--- config.mk ---
export PLATFORM = sky130hd
export DESIGN_NAME = dev_int_arbiter_flat
export DESIGN_NICKNAME = d
export VERILOG_FILES = /design/src/rtl/xm23_dev_pkg.sv /design/src/rtl/dev_int_arbiter_if.sv /design/src/rtl/dev_prio_select.sv /design/src/rtl/dev_int_arbiter.sv /design/src/flat_wrapper.sv
export SDC_FILE = /design/constraint.sdc
export NUM_CORES = 1
export LEC_CHECK = 0
export BUFFER_PORTS_ARGS = -buffer_cell sky130_fd_sc_hd__clkbuf_2
export CAP_MARGIN = 20
export CORE_MARGIN = 3
export CORE_UTILIZATION = 51
export CTS_CLUSTER_SIZE = 10
export DETAILED_ROUTE_END_ITERATION = 8
export PLACE_DENSITY = 0.79
export SETUP_SLACK_MARGIN = 0.05
export SYNTH_ARGS = -nofsm -noshare
export SYNTH_HDL_FRONTEND = slang
export SYNTH_HIERARCHICAL = 1
export SYNTH_SLANG_ARGS = --single-unit
--- constraint.sdc ---
create_clock -name clock -period 4.1 [get_ports clock]
set_input_delay 0.615 -clock clock [delete_from_list [all_inputs] [get_ports clock]]
set_output_delay 0.615 -clock clock [all_outputs]
set_load 0.01 [all_outputs]
--- src/rtl/xm23_dev_pkg.sv ---
// Shared XM-23 device definitions: CSR bit positions, arbiter states and default sizing.
package xm23_dev_pkg;

  localparam int NDEV_DEF   = 8;
  localparam int PRIO_W_DEF = 3;

  localparam int CSR_IE  = 0;
  localparam int CSR_DBA = 2;
  localparam int CSR_OF  = 3;
  localparam int CSR_ENA = 4;

  typedef enum logic [1:0] {
    IDLE = 2'd0,
    REQ  = 2'd1,
    CLR  = 2'd2
  } arb_state_e;

  // Vector index width; a single-slot build still needs one bit.
  function automatic int vec_width(input int n);
    return (n > 1) ? $clog2(n) : 1;
  endfunction

endpackage

--- src/rtl/dev_int_arbiter_if.sv ---
// CPU-side interrupt handshake: priority in, req/vector out, ack in, DBA-clear strobes out.
interface dev_int_arbiter_if import xm23_dev_pkg::*; #(
  parameter int NDEV   = NDEV_DEF,
  parameter int PRIO_W = PRIO_W_DEF
);
  localparam int VEC_W = vec_width(NDEV);

  logic [PRIO_W-1:0] cpu_prio;
  logic              irq_ack;
  logic              irq_req;
  logic [VEC_W-1:0]  irq_vec;
  logic [NDEV-1:0]   dba_clr;

  modport master (
    input  cpu_prio,
    input  irq_ack,
    output irq_req,
    output irq_vec,
    output dba_clr
  );

  modport slave (
    output cpu_prio,
    output irq_ack,
    input  irq_req,
    input  irq_vec,
    input  dba_clr
  );

endinterface

--- src/rtl/dev_prio_select.sv ---
// Combinational winner selection: highest priority among pending slots, ties resolved
// round-robin starting at rr_ptr and wrapping at NDEV-1.
module dev_prio_select import xm23_dev_pkg::*; #(
  parameter int NDEV   = NDEV_DEF,
  parameter int PRIO_W = PRIO_W_DEF,
  parameter int VEC_W  = vec_width(NDEV)
) (
  input  logic [NDEV-1:0]        pending,
  input  logic [NDEV*PRIO_W-1:0] dev_prio,
  input  logic [VEC_W-1:0]       rr_ptr,
  output logic                   any,
  output logic [VEC_W-1:0]       winner
);

  logic [PRIO_W-1:0] best_prio;
  logic              found;
  logic [VEC_W:0]    slot_sum;
  logic [VEC_W-1:0]  slot;

  // NOTE: every variable written here gets a default before any conditional assignment,
  // otherwise synthesis infers a latch to hold the old value on untaken paths.
  always_comb begin
    any       = 1'b0;
    best_prio = '0;
    winner    = '0;
    found     = 1'b0;
    slot_sum  = '0;
    slot      = '0;

    for (int i = 0; i < NDEV; i++) begin
      if (pending[i] && (!any || dev_prio[PRIO_W*i +: PRIO_W] > best_prio)) begin
        best_prio = dev_prio[PRIO_W*i +: PRIO_W];
        any       = 1'b1;
      end
    end

    // Walk slots from rr_ptr; the first one carrying the top priority wins the tie.
    for (int off = 0; off < NDEV; off++) begin
      slot_sum = {1'b0, rr_ptr} + (VEC_W+1)'(off);
      if (slot_sum >= (VEC_W+1)'(NDEV)) slot_sum = slot_sum - (VEC_W+1)'(NDEV);
      slot = slot_sum[VEC_W-1:0];
      if (!found && pending[slot] && dev_prio[PRIO_W*slot +: PRIO_W] == best_prio) begin
        winner = slot;
        found  = 1'b1;
      end
    end
  end

endmodule

--- src/rtl/dev_int_arbiter.sv ---
// XM-23 interrupt arbiter: picks the best pending device above CPU priority, runs the
// req/ack handshake and strobes a one-cycle DBA clear to the serviced device.
module dev_int_arbiter import xm23_dev_pkg::*; #(
  parameter int NDEV   = NDEV_DEF,
  parameter int PRIO_W = PRIO_W_DEF
) (
  input  logic                   clock,
  input  logic                   reset_n,
  input  logic [NDEV*8-1:0]      dev_csr,
  input  logic [NDEV*PRIO_W-1:0] dev_prio,
  dev_int_arbiter_if.master      cpu
);

  localparam int VEC_W = vec_width(NDEV);

  arb_state_e       state_q, state_d;
  logic [VEC_W-1:0] vec_q, vec_d;
  logic [VEC_W-1:0] rr_q, rr_d;

  logic [NDEV-1:0]  pending;
  logic             any_pending;
  logic [VEC_W-1:0] winner;

  // OF and ENA are software-owned and take no part in arbitration.
  logic [NDEV-1:0]  unused_of_ena;
  logic             unused_csr_bits;
  assign unused_csr_bits = ^dev_csr;

  always_comb begin
    pending       = '0;
    unused_of_ena = '0;
    for (int i = 0; i < NDEV; i++) begin
      pending[i] = dev_csr[8*i + CSR_IE] & dev_csr[8*i + CSR_DBA]
                 & (dev_prio[PRIO_W*i +: PRIO_W] > cpu.cpu_prio);
      unused_of_ena[i] = dev_csr[8*i + CSR_OF] ^ dev_csr[8*i + CSR_ENA];
    end
  end

  dev_prio_select #(
    .NDEV   (NDEV),
    .PRIO_W (PRIO_W),
    .VEC_W  (VEC_W)
  ) u_select (
    .pending  (pending),
    .dev_prio (dev_prio),
    .rr_ptr   (rr_q),
    .any      (any_pending),
    .winner   (winner)
  );

  // NOTE: state registers use non-blocking assignments so every flop samples the
  // pre-edge values regardless of the order statements execute in.
  always_ff @(posedge clock or negedge reset_n) begin
    if (!reset_n) begin
      state_q <= IDLE;
      vec_q   <= '0;
      rr_q    <= '0;
    end else begin
      state_q <= state_d;
      vec_q   <= vec_d;
      rr_q    <= rr_d;
    end
  end

  always_comb begin
    state_d = state_q;
    vec_d   = vec_q;
    rr_d    = rr_q;

    unique case (state_q)
      IDLE: begin
        if (any_pending) begin
          vec_d   = winner;
          state_d = REQ;
        end
      end

      // No preemption while requesting; ack takes precedence over a withdrawal.
      REQ: begin
        if (cpu.irq_ack) begin
          state_d = CLR;
          rr_d    = (vec_q == VEC_W'(NDEV-1)) ? '0 : vec_q + 1'b1;
        end else if (!pending[vec_q]) begin
          state_d = IDLE;
        end
      end

      // One-cycle gap lets the device CSR show the cleared DBA before re-arbitration.
      CLR: state_d = IDLE;

      default: state_d = IDLE;
    endcase
  end

  assign cpu.irq_req = (state_q == REQ);
  assign cpu.irq_vec = vec_q;
  assign cpu.dba_clr = (state_q == CLR) ? (NDEV'(1) << vec_q) : '0;

endmodule
--- src/flat_wrapper.sv ---
// flat-port wrapper written by rule: the top's interface ports become plain ports
module dev_int_arbiter_flat import xm23_dev_pkg::*;
#(
  parameter int NDEV   = NDEV_DEF,
  parameter int PRIO_W = PRIO_W_DEF
)
  (clock, reset_n, dev_csr, dev_prio, cpu_cpu_prio, cpu_irq_ack, cpu_irq_req, cpu_irq_vec, cpu_dba_clr);
  dev_int_arbiter_if #(.NDEV(NDEV), .PRIO_W(PRIO_W)) cpu_i ();
  input  logic clock;
  input  logic reset_n;
  input  logic [NDEV*8-1:0] dev_csr;
  input  logic [NDEV*PRIO_W-1:0] dev_prio;
  input wire logic [$bits(cpu_i.cpu_prio)-1:0] cpu_cpu_prio;
  input wire logic [$bits(cpu_i.irq_ack)-1:0] cpu_irq_ack;
  output wire logic [$bits(cpu_i.irq_req)-1:0] cpu_irq_req;
  output wire logic [$bits(cpu_i.irq_vec)-1:0] cpu_irq_vec;
  output wire logic [$bits(cpu_i.dba_clr)-1:0] cpu_dba_clr;
  assign cpu_i.cpu_prio = cpu_cpu_prio;
  assign cpu_i.irq_ack = cpu_irq_ack;
  assign cpu_irq_req = cpu_i.irq_req;
  assign cpu_irq_vec = cpu_i.irq_vec;
  assign cpu_dba_clr = cpu_i.dba_clr;
  dev_int_arbiter #(.NDEV(NDEV), .PRIO_W(PRIO_W)) u_core (.clock(clock), .reset_n(reset_n), .dev_csr(dev_csr), .dev_prio(dev_prio), .cpu(cpu_i));
endmodule
== After elaboration in Yosys (flattened, before gate mapping) ==
Index checks and enable logic that the tools add are counted.

* Output and inout bits: 12
* Logic and storage cells: 207
* Register bits after elaboration: 8

* $add $sub $neg: 16
* Order comparisons: 32
* Multiply operators: 8
* Eq/ne operators: 13
* Reductions and logical operators: 47
* Multiplexer cells: 63
* Shift operators: 9
* Bitwise logic cells: 16

{| class="wikitable"
|+ Operators with widths
! operator !! count
|-
| 24-bit by 6-bit indexed part select with 3-bit output || 8
|-
| 3-bit two-way mux || 25
|-
| 3-bit > comparator || 15
|-
| 2-bit by 3-bit multiplier with 5-bit output (first input constant) || 8
|-
| 3-bit by 4-bit < comparator with 1-bit output (second input constant) || 9
|-
| 4-bit greater-or-equal comparator (second input constant) || 7
|-
| 1-bit binary-select mux with 3-bit select || 9
|-
| 3-bit == test || 8
|-
| 1-bit two-way mux || 24
|-
| 3-bit by 1-bit subtractor with 3-bit output (second input constant) || 8
|-
| 1-bit logical AND || 22
|-
| 3-bit by 3-bit adder with 4-bit output (second input constant) || 4
|-
| 1-bit bitwise AND || 16
|-
| 1-bit zero test || 14
|-
| 3-bit by 2-bit adder with 4-bit output (second input constant) || 2
|-
| 8-bit two-way mux || 1
|-
| 1-bit by 3-bit left shift with 8-bit output (first input constant) || 1
|-
| 1-bit logical OR || 7
|-
| 2-bit two-way mux || 3
|-
| 2-bit AND reduction || 3
|-
| 3-bit by 1-bit adder with 4-bit output (second input constant) || 1
|-
| 3-bit by 4-bit greater-or-equal comparator with 1-bit output (second input constant) || 1
|-
| 2-bit case mux with 2 select lines || 1
|-
| 3-bit by 1-bit adder with 3-bit output (second input constant) || 1
|-
| 6 further kinds || 6
|}

== Depth between registers and ports, before layout ==
* Depth after elaboration: 62
* Mapped depth: 64
* Mapped depth without buffers: 58

== Hierarchy ==
Netlist, hierarchy kept.

{| class="wikitable"
|+ Modules (own cells, without submodules)
! module !! times used !! area an instance (sq um) !! cells each !! seq. area each (sq um)
|-
| dev_prio_select || 1 || 3460.8 || 440 || 0.0
|-
| dev_int_arbiter || 1 || 1081.0 || 120 || 200.2
|}

== Worst setup path before layout ==
OpenSTA, ideal clock, no wires.

* Kind: in2reg
* Start: in cpu_cpu_prio[1]
* End: reg u_core.vec_q[2] (netlist: u_core/cpu.irq_vec[2])
* Slack: -8.445 ns
* Buffers on the path: 4
* Library setup time: 0.083 ns
* Cell stages on the path: 60
* Arrival time: 12.462 ns
* Cells stage by stage: inv_1 > ha_1 > nor2b_1 > o311ai_1 > a311oi_1 > clkbuf_1 > nand2_1 > ha_1 > and3b_1 > o211ai_1 > nor2b_1 > nor2_1 > ha_1 > nor2b_1 > o311a_1 > o21a_1 > o31ai_1 > ha_1 > (+24 left out) > a21boi_0 > o21ai_0 > ha_1 > a21oi_1 > a32oi_1 > o21ai_1 > o21ai_2 > a21oi_2 > a21boi_4 > xor2_1 > nor4b_2 > or4_1 > buf_4 > nor4b_1 > or3_1 > a31oi_1 > nand2_1 > o21ai_0

* Word-level cells in the longest chain between the ends: 62
* Elaborated cells between the ends (all ways): 122

{| class="wikitable"
|+ Ends and longest elaborated chain
! item !! RTL line !! source
|-
| from (decl) || flat_wrapper.sv:13 || <nowiki>input wire logic [$bits(cpu_i.cpu_prio)-1:0] cpu_cpu_prio;</nowiki>
|-
| 3-bit > comparator (*) || dev_int_arbiter.sv:34 || <nowiki>& (dev_prio[PRIO_W*i +: PRIO_W] > cpu.cpu_prio);</nowiki>
|-
| 1-bit bitwise AND (*) || dev_int_arbiter.sv:34 ||
|-
| via u_core.pending[0] || dev_int_arbiter.sv:20 || <nowiki>logic [NDEV-1:0] pending;</nowiki>
|-
| 3-bit two-way mux or 1-bit two-way mux (tied branches) || dev_prio_select.sv:31 || <nowiki>if (pending[i] && (!any || dev_prio[PRIO_W*i +: PRIO_W] > best_prio)) begin</nowiki>
|-
| 3-bit > comparator or 1-bit zero test (tied branches) || dev_prio_select.sv:31 ||
|-
| 1-bit logical OR || dev_prio_select.sv:31 ||
|-
| 1-bit logical AND || dev_prio_select.sv:31 ||
|-
| 3-bit two-way mux or 1-bit two-way mux (tied branches) || dev_prio_select.sv:31 ||
|-
| (+46 left out) || -- ||
|-
| 1-bit two-way mux || dev_prio_select.sv:42 || <nowiki>if (!found && pending[slot] && dev_prio[PRIO_W*slot +: PRIO_W] == best_prio) begin</nowiki>
|-
| 1-bit zero test || dev_prio_select.sv:42 ||
|-
| 1-bit logical AND (2 in a row) || dev_prio_select.sv:42 ||
|-
| 1-bit two-way mux || dev_prio_select.sv:42 ||
|-
| 1-bit zero test || dev_prio_select.sv:42 ||
|-
| 1-bit logical AND (2 in a row) || dev_prio_select.sv:42 ||
|-
| 3-bit two-way mux (*) || dev_prio_select.sv:42 ||
|-
| via u_core.winner[2] || dev_int_arbiter.sv:22 || <nowiki>logic [VEC_W-1:0] winner;</nowiki>
|-
| to (signal assigned) || dev_int_arbiter.sv:60 || <nowiki>vec_q <= vec_d;</nowiki>
|-
| to (decl) || dev_int_arbiter.sv:17 || <nowiki>logic [VEC_W-1:0] vec_q, vec_d;</nowiki>
|}

Mark *: on every way through the listed nets, which the timed path passes. The rest lies on a longest branch. The select of a mux whose other input is x is not followed.
A chain may end at the register's enable or synchronous reset.

== Worst setup path in the final report ==
* Start: in cpu_cpu_prio[1]
* End: reg u_core.vec_q[0] (netlist: u_core/cpu.irq_vec[0])

Same word-level chain as after synthesis.

==> flow_summary.yaml <==
run_status:
  status: "complete, but fails checks"
  violations: "negative setup slack"
yosys:
  syn_avg_cell_area_um2: 8.11
  synth_edf_count: 0
  synthFlopType: "dfrtp_1"
  synthTopCellsByArea: "ha_1, mux4_2, mux2i_1, nand2_1, dfrtp_1"
  ys.warnings.count: 6
  synth_cell_types: 82
  ys_seq_area_share_pct: 4.41
  async_reset_ff_share_pct: 100
  syn_nets: 707
  synth_top_area_share_pct: 14.6
  synth_top_area_cell: "ha_1"
  synth.cell_area_um2: 4540
  syn-instance-count: 560
  synth_seq_cells: 8
drt:
  vias: 5921
  via_per_inst: 6.85
  drt_first_pass_iters: 7
  post_drt_wl_per_cell_um: 22.9
  drtIter0Drc: 863
  drc: 0
  finalWirelength_mm: 19.8
  antenna_left: 0
pwr:
  peakVddDrop_uv: 689
  p_leak_nw: 3.13
  power_density_nw_per_um2: 576
critical_path:
  r2r_slack_ns: 0.04
  r2r-end: "u_core/cpu.irq_vec[0]"
  critical_path.max_fanout: 6
  crit_path_end_kind: "flip-flop"
  worstPathRequired_ns: 4.24
  max_stage_delay_ns: 0.57
  slowest_stage: "or4_4"
  path_buf_inv: 8
  reg2reg_from: "u_core/rr_q[0]"
  critPathTopFamily: "compound AO/OA/AOI/OAI gates"
  critPathLaunchType: "input pin"
  rr_worst_depth: 15
  critical_path_class: "in2reg"
  worstPathArrival_ns: 11.75
placed_design:
  place_congestion: 0.992
  io_buffers: 57
  placedInstanceArea_um2: 6300
  dp_slack_ns: -7.72
  dp_hpwl_mm: 13.8
cells_and_area:
  antenna_cells: 0
  ff_latch_area_um2: 201
  final_common_cell: "buf_4"
  multi_input_area_um2: 4740
  final_net_count: 907
  area_growth_pct: 51.1
  drive_above_1_share_pct: 50.3
  final_cell_mix: "buf_4, clkbuf_2, nand2_1"
  final_area_um2: 6860
  nFillCells: 478
timing:
  setup_slack_ns: -7.50
  period_share_pct: 283
  slew_headroom_pct: 49.3
  skew_ns: 0.00561
  finalSetupViolCount: 3
  max_freq_mhz: 86.2
  tightest_slew_ns: 0.759
  slew_violations: 0
  final-hold-violation-count: 0
  period_needed_ns: 11.60
  rsz0062_at_grt: "yes"
clock_network:
  insertion_delay_ns: 0.23
  path_clk_slew_ns: 0.05
  cts_max_level: 1
  cts_hold_buf: 0
  cts.sinks: 8
  cts_tree: "built"
  numCtsBuffers: 3
  clk_path_buf_depth: 2
  clockRootBuffer: "clkbuf_8"
grt:
  antenna_found_initial: 0
  grt_pass1_vias: 5705
  grt_usage_pct: 35.5
  overflow: 0
  grt_max_degree: 40
  grt_pass1_wl_mm: 28.8
job:
  maxCapViolCount: 0
floorplanning:
  core_area_um2: 8420
  row_count: 33
  top_level_ports: 106
  fp.dieArea_um2: 10100
  initial_core_util_pct: 53.9
  fp.dieH_um: 100
  die_x_um: 100
worst_hold_path:
  hold_class: "in2async"
worst reg2reg max path: stages (launching register included):
cell and delay (ns):
dfrtp_2 0.42, inv_1 0.17, ha_1 0.31, inv_1 0.21, mux2_2 0.38, mux2i_1 0.44
o21ai_0 0.24, a21oi_2 0.32, nor4b_4 0.10, or4_4 0.52, buf_6 0.15, nor3b_4 0.24
nor4_1 0.08, a31oi_1 0.18, nand2_1 0.09, o21ai_1 0.13
report_power, final:
group	leakage (nW)	internal, W	total [W]	switching (W)
clock network	0.0228	0.0000677	0.000103	0.0000350
registers	0.102	0.000112	0.000157	0.0000452
logic	3.00	0.00173	0.00369	0.00196
total	3.13	0.00191	0.00395	0.00204
final cells by class:
class,instances,share of cell area [%]
repair buffers,224,23.4
inverters,36,2.02
multi-input cells,487,69.1
flip-flops and latches,8,2.94
well taps,105,1.91
clock buffers,4,0.656
cells by family after synthesis:
kind of cell / count (synthesis) / synth area share [%]
compound gates: 151 / 24.8
xor+xnor: 16 / 3.25
fa+ha+maj: 53 / 14.6
buf+inv: 65 / 6.14
flops: 8 / 4.41
mux: 72 / 23.6
simple gates: 195 / 23.2
timing repair:
item	in CTS	in global routing
gates resized for setup	25	40
endpoints found under the hold margin	0	0
endpoints found under the setup margin	3	3
setup buffers	15	10
pin swaps	25	20
metal layers:
layer  global-route usage [%]  part of all wire [%]
met3                     5.63                    10
met4                     13.2                   6.3
met1                     45.0                    36
met5                        0                     0
met2                     60.7                    47
synth_stat cells, types with 10 or more instances:
| library cell | n |
|---|---|
| clkbuf_1 | 16 |
| mux2i_1 | 33 |
| nor2_1 | 33 |
| nand3_1 | 18 |
| mux2_2 | 11 |
| mux4_2 | 27 |
| o21ai_0 | 28 |
| ha_1 | 53 |
| a21oi_1 | 24 |
| nor2b_1 | 18 |
| inv_1 | 33 |
| nand2_1 | 62 |
| xnor2_1 | 10 |
state kept, by name, indices dropped and copies added, names as in the netlist:
register	flops
u_core/state_q	2
u_core/cpu.irq_vec	3
u_core/rr_q	3
worst max-delay path by stage:
stage                          from                     to  slack, ns  depth (start not counted)
global placement    cpu_cpu_prio[1]  u_core/cpu.irq_vec[2]      -7.25                         63
CTS                 cpu_cpu_prio[1]  u_core/cpu.irq_vec[2]      -7.01                         59
finish              cpu_cpu_prio[1]  u_core/cpu.irq_vec[0]      -7.50                         61
floorplan           cpu_cpu_prio[1]  u_core/cpu.irq_vec[2]      -7.35                         61
detailed placement  cpu_cpu_prio[1]  u_core/cpu.irq_vec[2]      -7.72                         61
global route        cpu_cpu_prio[1]  u_core/cpu.irq_vec[0]      -7.81                         63
through the flow:
stage                     setup TNS [ns]  power (W)  utilization (%)  hold WS [ns]  instances
final                             -22.40    0.00395             81.5         0.226        864
after CTS                         -20.97    0.00359             78.1         0.230        854
after global routing              -23.30    0.00418             81.5         0.227        864
after floorplan                   -22.05    0.00245                -         0.319        560
after detailed placement          -23.03    0.00337             74.7         0.475        835
after global placement            -21.63    0.00326             74.7         0.467        835
No activity file was read; power rests on OpenSTA's default activity.
